--- src/rtl/bram_stepper.sv ---
// bram_stepper: steps an address through a small block RAM using two
// debounced pushbuttons and shows the addressed word on the LEDs.
//
// Ports:
//   clk_50   in   1       single clock, rising edge
//   reset_n  in   1       synchronous active-low reset
//   key      in   2       pushbuttons, active-low; [0] = step up, [1] = step down
//   wr_mode  in   1       1 = an up step first writes sw to the current word
//   sw       in   DATA_W  write data
//   led      out  DATA_W  registered word at the current address
//   addr     out  ADDR_W  registered current address
//   wr_ack   out  1       one-cycle pulse after a committed write

// Per-key front end: 2-flop synchroniser, level debouncer and press detector.
// press is a registered one-cycle pulse on a debounced 1->0 transition.
module bram_stepper_key #(
  parameter int DEBOUNCE_CYCLES = 50000
) (
  input  logic clk_50,
  input  logic reset_n,
  input  logic key,
  output logic press
);
  localparam int CNT_W = $clog2(DEBOUNCE_CYCLES + 1);

  logic [1:0]       sync;   // sync[1] is the synchronised level
  logic             db;     // debounced level
  logic             db_d;   // debounced level, one cycle late
  logic [CNT_W-1:0] cnt;    // consecutive cycles sync[1] != db

  always_ff @(posedge clk_50) begin
    if (!reset_n) begin
      sync  <= 2'b11;
      db    <= 1'b1;
      db_d  <= 1'b1;
      cnt   <= '0;
      press <= 1'b0;
    end else begin
      sync  <= {sync[0], key};
      db_d  <= db;
      // only the falling debounced edge is an event; releases are ignored
      press <= db_d & ~db;
      if (sync[1] != db) begin
        // this cycle is the DEBOUNCE_CYCLES-th differing one: accept the level
        if (cnt == CNT_W'(DEBOUNCE_CYCLES - 1)) begin
          db  <= sync[1];
          cnt <= '0;
        end else begin
          cnt <= cnt + 1'b1;
        end
      end else begin
        cnt <= '0;
      end
    end
  end
endmodule

module bram_stepper #(
  parameter int DATA_W          = 4,
  parameter int ADDR_W          = 4,
  parameter int DEBOUNCE_CYCLES = 50000
) (
  input  logic              clk_50,
  input  logic              reset_n,
  input  logic [1:0]        key,
  input  logic              wr_mode,
  input  logic [DATA_W-1:0] sw,
  output logic [DATA_W-1:0] led,
  output logic [ADDR_W-1:0] addr,
  output logic              wr_ack
);
  localparam int NUM_KEYS = 2;
  localparam int DEPTH    = 1 << ADDR_W;

  typedef logic [DATA_W-1:0] mem_t [DEPTH];

  // step command decoded from the press events of one cycle
  typedef struct packed {
    logic              up;
    logic              dn;
    logic              we;
    logic [DATA_W-1:0] data;
  } step_t;

  // power-up contents: word i holds i truncated to DATA_W bits
  function automatic mem_t mem_init();
    mem_t m;
    for (int i = 0; i < DEPTH; i++) m[i] = DATA_W'(i);
    return m;
  endfunction

  logic [NUM_KEYS-1:0] press;
  step_t               cmd;
  mem_t                mem = mem_init();

  generate
    for (genvar i = 0; i < NUM_KEYS; i++) begin : g_key
      bram_stepper_key #(
        .DEBOUNCE_CYCLES(DEBOUNCE_CYCLES)
      ) u_key (
        .clk_50 (clk_50),
        .reset_n(reset_n),
        .key    (key[i]),
        .press  (press[i])
      );
    end
  endgenerate

  // simultaneous up and down cancel each other completely
  always_comb begin
    cmd      = '0;
    cmd.up   = press[0] & ~press[1];
    cmd.dn   = press[1] & ~press[0];
    cmd.we   = cmd.up & wr_mode;
    cmd.data = sw;
  end

  // array has no reset so it maps onto block RAM; a write landing on a
  // reset cycle is suppressed
  always_ff @(posedge clk_50) begin
    if (cmd.we && reset_n) mem[addr] <= cmd.data;
  end

  always_ff @(posedge clk_50) begin
    if (!reset_n) begin
      addr   <= '0;
      led    <= '0;
      wr_ack <= 1'b0;
    end else begin
      wr_ack <= cmd.we;
      // write and read share addr, so write-first simply forwards the data
      led    <= cmd.we ? cmd.data : mem[addr];
      if (cmd.up)      addr <= addr + 1'b1;
      else if (cmd.dn) addr <= addr - 1'b1;
    end
  end
endmodule

--- config.mk ---
export PLATFORM = sky130hd
export DESIGN_NAME = bram_stepper
export DESIGN_NICKNAME = d
export VERILOG_FILES = /design/src/rtl/bram_stepper.sv
export SDC_FILE = /design/constraint.sdc
export NUM_CORES = 1
export LEC_CHECK = 0
export BUFFER_PORTS_ARGS = -buffer_cell sky130_fd_sc_hd__buf_2
export CAP_MARGIN = 10
export CORE_MARGIN = 5
export CORE_UTILIZATION = 61
export CTS_CLUSTER_SIZE = 30
export DETAILED_ROUTE_END_ITERATION = 6
export PLACE_DENSITY = 0.79
export SYNTH_ARGS = -nofsm -noshare
export SYNTH_HDL_FRONTEND = slang
export SYNTH_HIERARCHICAL = 1
export SYNTH_SLANG_ARGS = --single-unit
--- constraint.sdc ---
create_clock -name clk_50 -period 2.5 [get_ports clk_50]
set_input_delay 0.25 -clock clk_50 [delete_from_list [all_inputs] [get_ports clk_50]]
set_output_delay 0.25 -clock clk_50 [all_outputs]
set_load 0.02 [all_outputs]
### Yosys cells after proc, flatten, opt, wreduce, memory -nomap -nowiden

Memories as Yosys holds them, arrays and structs flattened. A register that Yosys moved wholly into a read port is not among the register bits.
Cells that the tools add are included.

| word-level totals | value |
|---|---|
| register bits | 47 |
| memory bits (writable) | 64 |
| input port bits | 9 |
| word-level logic and storage cells | 44 |
| memories | 1 |

| cells by class | value |
|---|---|
| $add $sub $neg | 4 |
| equality and inequality tests | 4 |
| muxes and demuxes | 4 |
| bitwise logic cells | 12 |
| reduce and logical (&&, ||, !) cells | 7 |

Memories:

| name | words | bits a word | rd ports | clocked after memory_dff | wr ports | line | text |
|---|---|---|---|---|---|---|---|
| mem | 16 | 4 | 1 | 1 | 1 | 94 | `mem_t mem = mem_init();` |

Operator list:

| operator | number |
|---|---|
| adder 16 x 1 -> 16 bit, second input constant | 2 |
| equality test 16 bit, second input constant | 2 |
| 2-to-1 mux 4 bit | 2 |
| inverter 1 bit | 7 |
| OR reduction 3 bit | 2 |
| AND 1 bit | 5 |
| adder 4 x 1 -> 4 bit, second input constant | 1 |
| AND reduction 2 bit | 2 |
| subtractor 4 x 1 -> 4 bit, second input constant | 1 |
| 2-to-1 mux 1 bit | 2 |
| != test 1 bit | 2 |
| nonzero test 2 bit | 1 |
| logical AND 1 bit | 1 |
| zero test 1 bit | 1 |

### Longest topological paths before layout

| depth | value |
|---|---|
| depth after elaboration | 6 |
| depth in mapped cells | 8 |
| mapped depth without buffers | 8 |

### Cells and area by module

The synthesis kept the hierarchy.

Modules (own cells, without submodules):

| module | instances | cells each | area each (µm²) | sequential area each (µm²) |
|---|---|---|---|---|
| bram_stepper | 1 | 193 | 3016.6 | 2102.0 |
| bram_stepper_key | 2 | 92 | 867.1 | 420.4 |

### Worst setup path after synthesis

Ideal clock, no wire load.

| path | value |
|---|---|
| path kind | reg-to-reg |
| start | register addr[0] |
| end | memory mem[3][0] (netlist name) (enable) |
| data arrival time | 1568 ps |
| data required time | 2139 ps |
| path slack | 571 ps |
| cell stages (with the launch flop) | 5 |
| path buffers | 2 |
| clock period less this slack | 1929 ps |
| cells stage by stage | dfxtp_1 > buf_2 > buf_1 > nand3_1 > nor3_1 |

RTL lines:

| what | line | text |
|---|---|---|
| start, declared | 69 | `output logic [ADDR_W-1:0] addr,` |
| start signal, assigned | 133 | `if (cmd.up) addr <= addr + 1'b1;` |
| start signal, assigned | 134 | `else if (cmd.dn) addr <= addr - 1'b1;` |
| end, declared | 94 |  |

Straight into the memory's write port.

==> run_results.csv <==
group,metric,value,unit
status,status,"complete, no violations",
floorplan,die-area,9653,sq um
setup_path,crit_family,"flip-flops",
drt,via_count,2964,
floorplan,die_x,98.25,um
synth,synth-edff-count,64,
drt,ant_nets,0,
synth,async_flop_share,0,%
timing,rsz0062_at_grt,"no",
synth,synth-adder-area-share,1.738,%
synth,synth_flop_cell,"edfxtp_1",
timing,max_freq,438.3,MHz
worst_hold_path,hp-class,"in2reg",
clock_tree,insertion_delay,0.51,ns
synth,synth_nets,392,
global_route,grt_max_degree,22,
drt,viasPerCell,5.667,
cells_and_area,final_common_cell,"edfxtp_1",
drt,dr.pass1.iters,5,
synth,ys_ff_latch,115,
synth,yosysSeqAreaShare,61.94,%
cells_and_area,nets,423,
job,max_cap_viol_count,0,
power,power_density,809.0,nW/um^2
synth,synthTopCellsByArea,"edfxtp_1, dfxtp_1, xnor2_1",
setup_path,path_buf_inv,0,
setup_path,crit_required,2.87,ns
floorplan,core-area,7647,sq um
placement,dp_hpwl,5453,um
clock_tree,path_clk_slew,0.06,ns
setup_path,end_kind,"flop",
synth,yosysTopAreaCellShare,40.45,%
global_route,grt_first_pass_wirelength,14550,um
timing,setup_viol,0,
cells_and_area,fin_cells,523,
global_route,grt_overflow_total,0,
setup_path,crit_type,"reg2reg",
synth,synth_warnings,6,
clock_tree,cts_tree,"yes",
timing,finalCritPeriodShare,91.25,%
global_route,grt_usage,19.54,%
timing,drv_slew,0,
synth,synth_xor_area_share,5.899,%
synth,synth_top_family_by_area,"simple AND/OR/NAND/NOR gates",
timing,tightest_slew,0.7873,ns
setup_path,crit_chain,"mux4_2 > nor2b_1 > a2111oi_0 > nor3_1",
synth,synthDistinctLibCells,36,
drt,drc,0,
cells_and_area,antenna_cells,0,
setup_path,worstPathMaxFanout,13,
setup_path,critPathMaxStageDelay,0.83,ns
cells_and_area,most-common-layout-cells,"edfxtp_1, nor2_1, dfxtp_1",
placement,place_inst,489,
placement,gp_congestion,0.8915,
timing,period_needed,2.281,ns
synth,synth_mux_area_share,8.217,%
drt,wl_per_cell,16.66,um
setup_path,cpMaxStageDelayCell,"dfxtp_1",
floorplan,start_util,62.12,%
floorplan,row_count,32,
timing,relSlewSlack,47.44,%
clock_tree,cts_buffers,17,
floorplan,die_height,98.25,um
cells_and_area,drive_gt1_share,15.91,%
synth,synth_compound_area_share,2.186,%
clock_tree,cts_max_level,4,
timing,tns,0,ns
cells_and_area,syn_to_final_growth,16.54,%
timing,skew,0.009657,ns
clock_tree,clockBufferDepth,2,
setup_path,startpoint_type,"flop",
clock_tree,post_cts_resized,0,
setup_path,cp.arrival,2.65,ns
power,p_leak,1.814,nW
global_route,grt_pass1_vias,2902,
clock_tree,cts_sinks,115,
drt,drtIter0Drc,148,
synth,postSynthAreaPerCell,12.60,sq um
global_route,antenna_found_initial,0,
drt,wirelength,8713,um
synth,syn_area,4751,sq um
synth,yosys.area.top_type,"edfxtp_1",
timing,hold_viol,0,
placement,io_buffer_count,17,
floorplan,ios,18,
power,ir_worst_vdd,0.5374,mV
synth,synth-simple-area-share,17.07,%
clock_tree,cts-root-buf,"clkbuf_8",
synth,syn_inst,377,
==> cells by family after synthesis <==
logic type,Yosys count
AO/OA/AOI/OAI,15
XOR/XNOR,32
adder cells (fa/ha/maj),6
buffers and inverters,25
flip-flops,115
multiplexers,29
AND/OR/NAND/NOR,155
==> Yosys cell counts (2+ instances only) <==
master	number
or4b_1	2
mux4_2	8
o22ai_1	4
nand2_1	14
xnor2_1	26
nand4_1	6
nand2b_1	10
nor3_1	20
buf_8	3
inv_1	12
buf_1	2
buf_2	4
a2111oi_0	3
and3_1	3
edfxtp_1	64
o21ai_0	5
nand3b_1	3
dfxtp_1	51
clkbuf_1	3
xor2_1	6
nand4b_1	2
or4_4	2
nand3_1	12
nand3_4	2
nor4_1	10
ha_1	5
or4b_4	2
mux2i_1	21
and2_1	3
nor2b_1	5
nor2_1	59
==> report_power, final <==
group,internal [W],total [W],switching [W]
sequential,0.00200,0.00200,0.00000253
clock,0.00160,0.00243,0.000822
combinational,0.0000141,0.0000503,0.0000362
==> area by class of cell <==
| class | instances | area [sq um] |
|---|---|---|
| fill | 493 | 2111 |
| timing repair buffer | 25 | 150.1 |
| sequential | 115 | 2943 |
| clock inverter | 15 | 188.9 |
| clock buffer | 17 | 414.1 |
| tap | 102 | 127.6 |
| inverter | 12 | 45.04 |
| multi-input combinational | 237 | 1668 |
==> state kept, by name (all words and copies together), names as in the netlist <==
| signal | cells |
|---|---|
| led | 4 |
| g_key.u_key/sync | 4 |
| g_key.u_key/cnt | 32 |
| mem | 64 |
| g_key.u_key/db | 2 |
| g_key.u_key/db_d | 2 |
| wr_ack | 1 |
| g_key.u_key/press | 2 |
| addr | 4 |
==> per-stage QoR <==
stage | utilization [%] | setup WS (ns) | total power [W] | hold slack (ns) | area (sq um)
after detailed placement | 64.25 | 0.1188 | 0.002090 | 0.4001 | 4913
final | 72.40 | 0.2187 | 0.004479 | 0.1517 | 5537
after global placement | 64.25 | 0.2797 | 0.002088 | 0.3905 | 4913
after global routing | 72.40 | 0.01884 | 0.004610 | 0.1609 | 5537
after CTS | 72.40 | 0.2008 | 0.004510 | 0.1267 | 5537
after floorplan | - | 0.5706 | 0.002057 | 0.3119 | 4751
==> path summary, 6_finish.rpt <==
path	slack, ns	start	cells past startpoint	to
worst min-delay path	0.15	wr_mode	2	wr_ack
worst min register to register	0.41	g_key[0].u_key/db_d	2	g_key[0].u_key/press
worst max-delay path	0.22	addr[1]	4	led[0]
worst max register to register	0.22	addr[1]	4	led[0]
==> metal layers <==
layer | vias up | wire length (um) | global-route usage [%]
met4 | 0 | 116 | 7.353
li1 | 1424 | - | -
met5 | - | 0 | 0
met1 | 1426 | 3763 | 25.05
met3 | 11 | 532 | 6.000
met2 | 103 | 4300 | 31.47
==> repair_timing <==
item                      CTS  global route
hold buffers                2             0
setup buffers               0             0
hold endpoints to repair    2             0
Note: power is estimated with default switching activity, not from simulation.
